===== src/rtl/serialin_panel.sv =====
// serialin_panel
//   Board-side responder for the three-wire panel serial link. It oversamples
//   sclk / sdata / sdata_pl on the system clock. It deserialises the host's
//   LED byte (LSB first) into a latched parallel output. It serialises a
//   snapshot of the button inputs back on sdatain.
//
//   Ports:
//     clk, rst_n         system clock, async active-low reset
//     sclk, sdata        link shift clock (gated) and host data
//     sdata_pl           frame strobe, high for the whole frame
//     sdatain            return data to host (flop output, tx_sr[0])
//     pin[WIDTH]         asynchronous button inputs
//     pout[WIDTH]        latched received byte
//     pout_valid         1-cycle pulse when pout updates
//     frame_err          1-cycle pulse when a frame ends with count != WIDTH
//
//   Build option: define SERIALIN_DEBOUNCE_EN to debounce each pin bit with a
//   per-bit counter (DEBOUNCE_CYCLES consecutive equal samples). When the
//   macro is undefined, pin is only double-synchronised.

`ifdef SERIALIN_DEBOUNCE_EN
// One debounced input bit. The output follows d only after d has differed
// from the output for DEBOUNCE_CYCLES consecutive samples.
module serialin_panel_db_bit #(
  parameter int DEBOUNCE_CYCLES = 1024
) (
  input  logic clk,
  input  logic rst_n,
  input  logic d,
  output logic q
);
  localparam int DW = (DEBOUNCE_CYCLES > 1) ? $clog2(DEBOUNCE_CYCLES) : 1;
  localparam logic [DW-1:0] LAST = DW'(DEBOUNCE_CYCLES - 1);

  logic [DW-1:0] cnt_q, cnt_d;
  logic          q_q, q_d;

  always_comb begin
    cnt_d = '0;
    q_d   = q_q;
    if (d != q_q) begin
      if (cnt_q == LAST) q_d   = d;
      else               cnt_d = cnt_q + 1'b1;
    end
  end

  always_ff @(posedge clk or negedge rst_n) begin
    if (!rst_n) begin
      cnt_q <= '0;
      q_q   <= 1'b0;
    end else begin
      cnt_q <= cnt_d;
      q_q   <= q_d;
    end
  end

  assign q = q_q;
endmodule
`endif

module serialin_panel #(
  parameter int WIDTH           = 8,
  parameter int SYNC_STAGES     = 2,
  parameter int DEBOUNCE_CYCLES = 1024
) (
  input  logic             clk,
  input  logic             rst_n,
  input  logic             sclk,
  input  logic             sdata,
  input  logic             sdata_pl,
  output logic             sdatain,
  input  logic [WIDTH-1:0] pin,
  output logic [WIDTH-1:0] pout,
  output logic             pout_valid,
  output logic             frame_err
);
  localparam int            CW       = $clog2(WIDTH + 2);
  localparam logic [CW-1:0] CNT_FULL = CW'(WIDTH);
  localparam logic [CW-1:0] CNT_SAT  = CW'(WIDTH + 1);

  typedef enum logic [1:0] {IDLE, SHIFT, LATCH} state_t;

  // ---------------------------------------------------------------- link sync
  // Lane packing: bit 0 sclk, bit 1 sdata, bit 2 sdata_pl. sync_q[0] is first.
  logic [SYNC_STAGES-1:0][2:0] sync_q, sync_d;
  logic [2:0]                  line_s;
  logic [1:0]                  dly_q, dly_d;    // {pl, sclk} one cycle older
  logic                        sclk_s, sdata_s, pl_s;
  logic                        sclk_rise, pl_rise, pl_fall;

  always_comb begin
    sync_d = {sync_q[SYNC_STAGES-2:0], {sdata_pl, sdata, sclk}};
  end

  assign line_s    = sync_q[SYNC_STAGES-1];
  assign sclk_s    = line_s[0];
  assign sdata_s   = line_s[1];
  assign pl_s      = line_s[2];
  assign dly_d     = {pl_s, sclk_s};
  assign sclk_rise = sclk_s & ~dly_q[0];
  assign pl_rise   = pl_s & ~dly_q[1];
  assign pl_fall   = ~pl_s & dly_q[1];

  always_ff @(posedge clk or negedge rst_n) begin
    if (!rst_n) begin
      sync_q <= '0;
      dly_q  <= '0;
    end else begin
      sync_q <= sync_d;
      dly_q  <= dly_d;
    end
  end

  // ---------------------------------------------------------------- pin path
  logic [WIDTH-1:0] pin_m_q, pin_s_q;
  logic [WIDTH-1:0] pin_load;

  always_ff @(posedge clk or negedge rst_n) begin
    if (!rst_n) begin
      pin_m_q <= '0;
      pin_s_q <= '0;
    end else begin
      pin_m_q <= pin;
      pin_s_q <= pin_m_q;
    end
  end

`ifdef SERIALIN_DEBOUNCE_EN
  serialin_panel_db_bit #(.DEBOUNCE_CYCLES(DEBOUNCE_CYCLES)) u_db [WIDTH-1:0] (
    .clk   (clk),
    .rst_n (rst_n),
    .d     (pin_s_q),
    .q     (pin_load)
  );
`else
  assign pin_load = pin_s_q;
  // Debounce window has no meaning in this build.
  if (DEBOUNCE_CYCLES < 1) begin : g_db_unused
  end
`endif

  // ---------------------------------------------------------------- frame FSM
  state_t           state_q, state_d;
  logic [WIDTH-1:0] rx_q, rx_d;
  logic [WIDTH-1:0] tx_q, tx_d;
  logic [CW-1:0]    cnt_q, cnt_d;
  logic [WIDTH-1:0] pout_q, pout_d;
  logic             pv_q, pv_d;
  logic             fe_q, fe_d;
  logic             shift_en;

  always_comb begin
    state_d  = state_q;
    rx_d     = rx_q;
    tx_d     = tx_q;
    cnt_d    = cnt_q;
    pout_d   = pout_q;
    pv_d     = 1'b0;
    fe_d     = 1'b0;
    shift_en = 1'b0;

    case (state_q)
      IDLE: begin
        // Keep reloading so tx_sr[0] is already valid when the host samples
        // the first bit; the reload stops on the frame-start cycle.
        cnt_d = '0;
        tx_d  = pin_load;
        if (pl_rise) begin
          state_d  = SHIFT;
          tx_d     = tx_q;
          shift_en = sclk_rise;   // coincident first edge still counts
        end
      end
      SHIFT: begin
        // An edge landing with the strobe's fall is dropped (pl_s already low).
        if (pl_fall)                 state_d  = LATCH;
        else if (sclk_rise && pl_s)  shift_en = 1'b1;
      end
      LATCH: begin
        state_d = IDLE;
        if (cnt_q == CNT_FULL) begin
          pout_d = rx_q;
          pv_d   = 1'b1;
        end else begin
          fe_d   = 1'b1;
        end
      end
      default: state_d = IDLE;
    endcase

    if (shift_en) begin
      rx_d  = {sdata_s, rx_q[WIDTH-1:1]};
      tx_d  = {1'b0, tx_q[WIDTH-1:1]};
      // Saturating so an over-long frame can never wrap back to WIDTH.
      cnt_d = (cnt_d == CNT_SAT) ? cnt_d : cnt_d + 1'b1;
    end
  end

  always_ff @(posedge clk or negedge rst_n) begin
    if (!rst_n) begin
      state_q <= IDLE;
      rx_q    <= '0;
      tx_q    <= '0;
      cnt_q   <= '0;
      pout_q  <= '0;
      pv_q    <= 1'b0;
      fe_q    <= 1'b0;
    end else begin
      state_q <= state_d;
      rx_q    <= rx_d;
      tx_q    <= tx_d;
      cnt_q   <= cnt_d;
      pout_q  <= pout_d;
      pv_q    <= pv_d;
      fe_q    <= fe_d;
    end
  end

  assign sdatain    = tx_q[0];
  assign pout       = pout_q;
  assign pout_valid = pv_q;
  assign frame_err  = fe_q;
endmodule


===== config.mk =====
export PLATFORM = sky130hd
export DESIGN_NAME = serialin_panel
export DESIGN_NICKNAME = d
export VERILOG_FILES = /design/src/rtl/serialin_panel.sv
export SDC_FILE = /design/constraint.sdc
export NUM_CORES = 1
export LEC_CHECK = 0
export ABC_AREA = 1
export CORE_MARGIN = 2
export CORE_UTILIZATION = 45
export CTS_BUF_LIST = sky130_fd_sc_hd__clkbuf_4
export DETAILED_ROUTE_END_ITERATION = 16
export MAX_ROUTING_LAYER = met4
export PLACE_DENSITY = 0.66
export SYNTH_ARGS = -nofsm -noshare
export SYNTH_HDL_FRONTEND = slang
export SYNTH_SLANG_ARGS = --single-unit

===== constraint.sdc =====
create_clock -name clk -period 3 [get_ports clk]
set_input_delay 0.6 -clock clk [delete_from_list [all_inputs] [get_ports clk]]
set_output_delay 0.6 -clock clk [all_outputs]
set_load 0.02 [all_outputs]

After elaboration in Yosys (flattened, before gate mapping)
Index checks and enable logic that the tools add are counted.
{"block": "classes", "div_mod_pow": 0, "muxes": 17, "bitwise": 6, "n_reduce_logical": 6, "eq_ne": 7, "magnitude_cmp": 0, "add_sub_neg": 1, "n_mul": 0, "n_shift": 0}
{"cell": "$mux W8", "n": 3}
{"cell": "$mux W4", "n": 3}
{"cell": "$eq A4 B4 Y1 const B", "n": 2}
{"cell": "$mux W1", "n": 7}
{"cell": "$reduce_and A2 Y1", "n": 3}
{"cell": "$add A4 B1 Y4 const B", "n": 1}
{"cell": "$mux W2", "n": 2}
{"cell": "$ne A2 B2 Y1 const B", "n": 2}
{"cell": "$pmux W2 S2", "n": 1}
{"cell": "$and A1 B1 Y1", "n": 3}
{"cell": "$not A1 Y1", "n": 3}
{"cell": "$eq A2 B1 Y1 const B", "n": 1}
{"cell": "$eq A2 B2 Y1 const B", "n": 1}
{"cell": "$logic_not A2 Y1", "n": 1}
{"cell": "$ne A2 B1 Y1 const B", "n": 1}
{"cell": "$pmux W1 S2", "n": 1}
{"cell": "$reduce_bool A2 Y1", "n": 1}
{"cell": "$logic_and A1 B1 Y1", "n": 1}
{"block": "totals", "latchBits": 0, "ram_bits": 0, "rom_bits": 0, "n_memories": 0, "regBits": 56}

Longest topological paths before layout
{"block": "depth", "word_depth": 8, "ltp_mapped": 10, "depth_no_buf": 10}

Worst setup path before layout
OpenSTA, ideal clock, no wires.
{"block": "synth_timing", "kind": "register -> register", "from": "register state_q[1]", "to": "register cnt_q[1]", "n_path_buf": 0, "synth_period_minus_slack_ns": 1.365, "arrival_ns": 1.248, "slack_ns": 1.635, "setup_ns": 0.117, "path_stages_with_launch": 10, "path_cell_list": "dfrtp_1 inv_1 nand2_1 nand2_1 inv_1 ha_1 nand4_1 nand2_1 nand2_1 nand2_1"}
{"block": "synth_via", "elab_chain_len": 5, "word_cells_on_any_way": 8}
{"item": "start: declaration", "line_no": "143", "source": "state_t state_q, state_d;"}
{"item": "start signal: assignment", "line_no": "209", "source": "state_q <= state_d;"}
{"item": "$logic_not A2 Y1", "line_no": "162", "source": "case (state_q)"}
{"item": "$mux W4", "line_no": "162"}
{"item": "$add A4 B1 Y4 / $eq A4 B4 Y1 (equally long branches)", "line_no": "195", "source": "cnt_d = (cnt_d == CNT_SAT) ? cnt_d : cnt_d + 1'b1;"}
{"item": "$mux W4", "line_no": "195"}
{"item": "$mux W4 (*)", "line_no": "191", "source": "if (shift_en) begin"}
{"item": "named net cnt_d[1]", "line_no": "146", "source": "logic [CW-1:0] cnt_q, cnt_d;"}
{"item": "end signal: assignment", "line_no": "212", "source": "cnt_q <= cnt_d;"}
{"item": "end: declaration", "line_no": "146"}
The timed path passes the listed nets; every way through them passes the cells marked *.
A chain may end at the register's enable or synchronous reset.

Worst setup path in the final report
{"block": "layout_timing", "from": "register tx_q[0]", "to": "output port sdatain"}
{"item": "start: declaration", "line_no": "145", "source": "logic [WIDTH-1:0] tx_q, tx_d;"}
{"item": "start signal: assignment", "line_no": "211", "source": "tx_q <= tx_d;"}
{"item": "end: declaration", "line_no": "71", "source": "output logic sdatain,"}
No word-level cell between the ends.

==> metrics.txt <==
first-pass GRT wire length 5602 um; Req. time, crit path 2.40 ns; Root Driver clkbuf_4; Max clock buf depth 2; Final period util 65.01%; Die Ht 71.88 um; Starting DRT DRC Count 97; net count after synthesis 206; Max H-tree Level 2; gr busiest metal met2; GRT Total Usage 14.46%; CTS buffer count 5; layout cells sized above 1 11.76%; area of the core 4384 um2; footprint of the multi-input gates 570.5 um2; unrepaired setup endpoints after global routing no; Yosys cell types 21; met1 usage 19.34%; Tightest Pin Transition 0.7060 ns; post-synthesis sequential area ratio 67.59%; VDD IR max 360.6 uV; Startpoint Class flip-flop; largest net degree at the start of global routing 34; register bit total from synthesis 56; max_slew headroom 52.93%; GRT overflow 0; Synth area leader dfrtp_1; Max Cap Violations 0; Resized Gates After CTS 0; ANT cells 0; HPWL Detailed 2138 um; register area 1401 um2; Initial Util 47.29%; Layout Nets 235; pwr/cell area 687.2 nW/um2; slowest cell on the critical path clkdlybuf4s50_1; Final setup viols 0; internal reg-to-reg setup slack 1.40 ns; PortBufs 23; Reg clk slew, reported paths 0.15 ns; Routed WL 3069 um; synthesized instance count 191; clk sinks 56; Placer Congestion 0.7644; skew final 0.009912 ns; top cell type's share of synthesized area 67.59%; CP max FO 2; reg2reg path depth 9; CP bufs+invs 1; top cells by area, synth dfrtp_1, nand2_1, nand3_1, inv_1, o21ai_2; CP cell instances clkdlybuf4s50_1; WHS 0.2595 ns; # hold bufs at CTS 0; row cnt 24; Period minus WS final 1.950 ns; Total Neg Setup Slack 0 ns; critical path type reg -> out; die area 5166 um2; Avg Cell Area, Syn 10.85 um2; Lkg Pwr 1.175 nW; Residual DRC 0; Clock Latency Late Sink 0.37 ns; Slew Viols, Final 0; Max stage delay on crit path 0.61 ns; initial antenna violation count 0; critical path's top delay family buffers and inverters; M3 GR Usage 4.641%; status finished clean; element type at the critical path end output port; DR WL/cell 11.24 um; Stages on worst setup path 1; Syn. warnings 0; Antenna Nets Post-Route 0; Peak Freq 0.5128 GHz; M2 GR Usage 20.78%; vias per inst 4.799; via count 1310; DR pass1 iterations 4; Die Span X 71.88 um; setup bufs post-CTS 0; Final Hold Viols 0; Synth Cell Area 2073 um2; vias in the first global route 1264; min-delay worst type in -> async; CTS tree done; critical path arrival 1.35 ns; # IOs 24; fillcell total 417; area grow syn2layout 17.14%
## cell families (layout without fill, tap and decap cells)
family	count (synthesis)	in the layout	share of synthesized area [%]
flops	56	56	67.59
fa+ha+maj	2	2	1.207
buf+inv	21	51	4.888
compound gates	12	12	3.923
simple gates	100	100	22.39
## placed cells by master (no fill, tap or decap)
cell	synthesis	layout
buf_2	0	1
buf_4	0	2
bufinv_16	0	1
clkbuf_4	0	6
clkdlybuf4s50_1	0	22
dfrtp_1	56	56
ha_1	2	2
inv_1	16	16
inv_2	2	2
inv_6	0	1
nand2_1	55	55
nand2_2	2	2
nand2_4	1	1
nand3_1	28	28
nand3_2	1	1
nand3b_1	1	1
nand4_1	1	1
nor2_1	5	5
nor2_2	2	2
nor2_4	1	1
nor3_1	1	1
nor3_4	1	1
nor4_1	1	1
o211ai_1	1	1
o21ai_0	6	6
o21ai_2	5	5
## path summary, 6_finish.rpt
check	from	to
worst max-delay path	tx_q[0]	sdatain
worst min-delay path	rst_n	cnt_q[2]
worst max register to register	state_q[1]	cnt_q[0]
worst min register to register	sync_d[3]	line_s[0]
max in group asynchronous	rst_n	dly_q[0]
min in group clk	sync_d[3]	line_s[0]
## cell usage after synthesis (all sizes together)
master	count
dfrtp	56
o211ai	1
o21ai	11
nand4	1
inv	18
nor2	8
nor3	2
buf	3
nand2	58
ha	2
nand3b	1
nand3	29
nor4	1
## report_power, final
part,total (mW),internal [mW],switching (mW)
Sequential,0.957,0.877,0.0798
Combinational,0.299,0.113,0.186
Clock,0.413,0.189,0.224
Total,1.67,1.18,0.490
## routing by layer
layer,part of all wire [%],vias to the layer above
met5,0,-
met2,44,29
met3,5.0,6
met1,49,608
li1,-,667
met4,1.7,0
## metrics by stage
stage	instances	utilization (%)	cell area, um2	total power [mW]	setup slack [ns]
6_report	273	55.39	2429	1.669	1.050
3_3_place_gp	265	53.48	2345	1.265	1.461
3_5_place_dp	265	53.48	2345	1.277	1.434
4_1_cts	273	55.39	2429	1.690	1.022
5_1_grt	273	55.39	2429	1.777	0.9732
2_1_floorplan	191	-	2073	1.173	1.635
## cell type report
class | count | share of cell area, %
Sequential cell | 56 | 57.70
Multi-Input combinational cell | 114 | 23.49
Timing Repair Buffer | 25 | 9.892
Inverter | 18 | 2.782
Tap cell | 52 | 2.679
Clock buffer | 6 | 1.855
Clock inverter | 2 | 1.597
## sequential cells by signal (all words and copies together) (netlist names)
| name | flops |
|---|---|
| pin_m_q | 8 |
| pout_valid | 1 |
| frame_err | 1 |
| line_s | 3 |
| pin_load | 8 |
| cnt_q | 4 |
| pout | 8 |
| dly_q | 2 |
| tx_q | 8 |
| rx_q | 8 |
| sync_d | 3 |
| state_q | 2 |
Power figures use the tool's default switching activity.
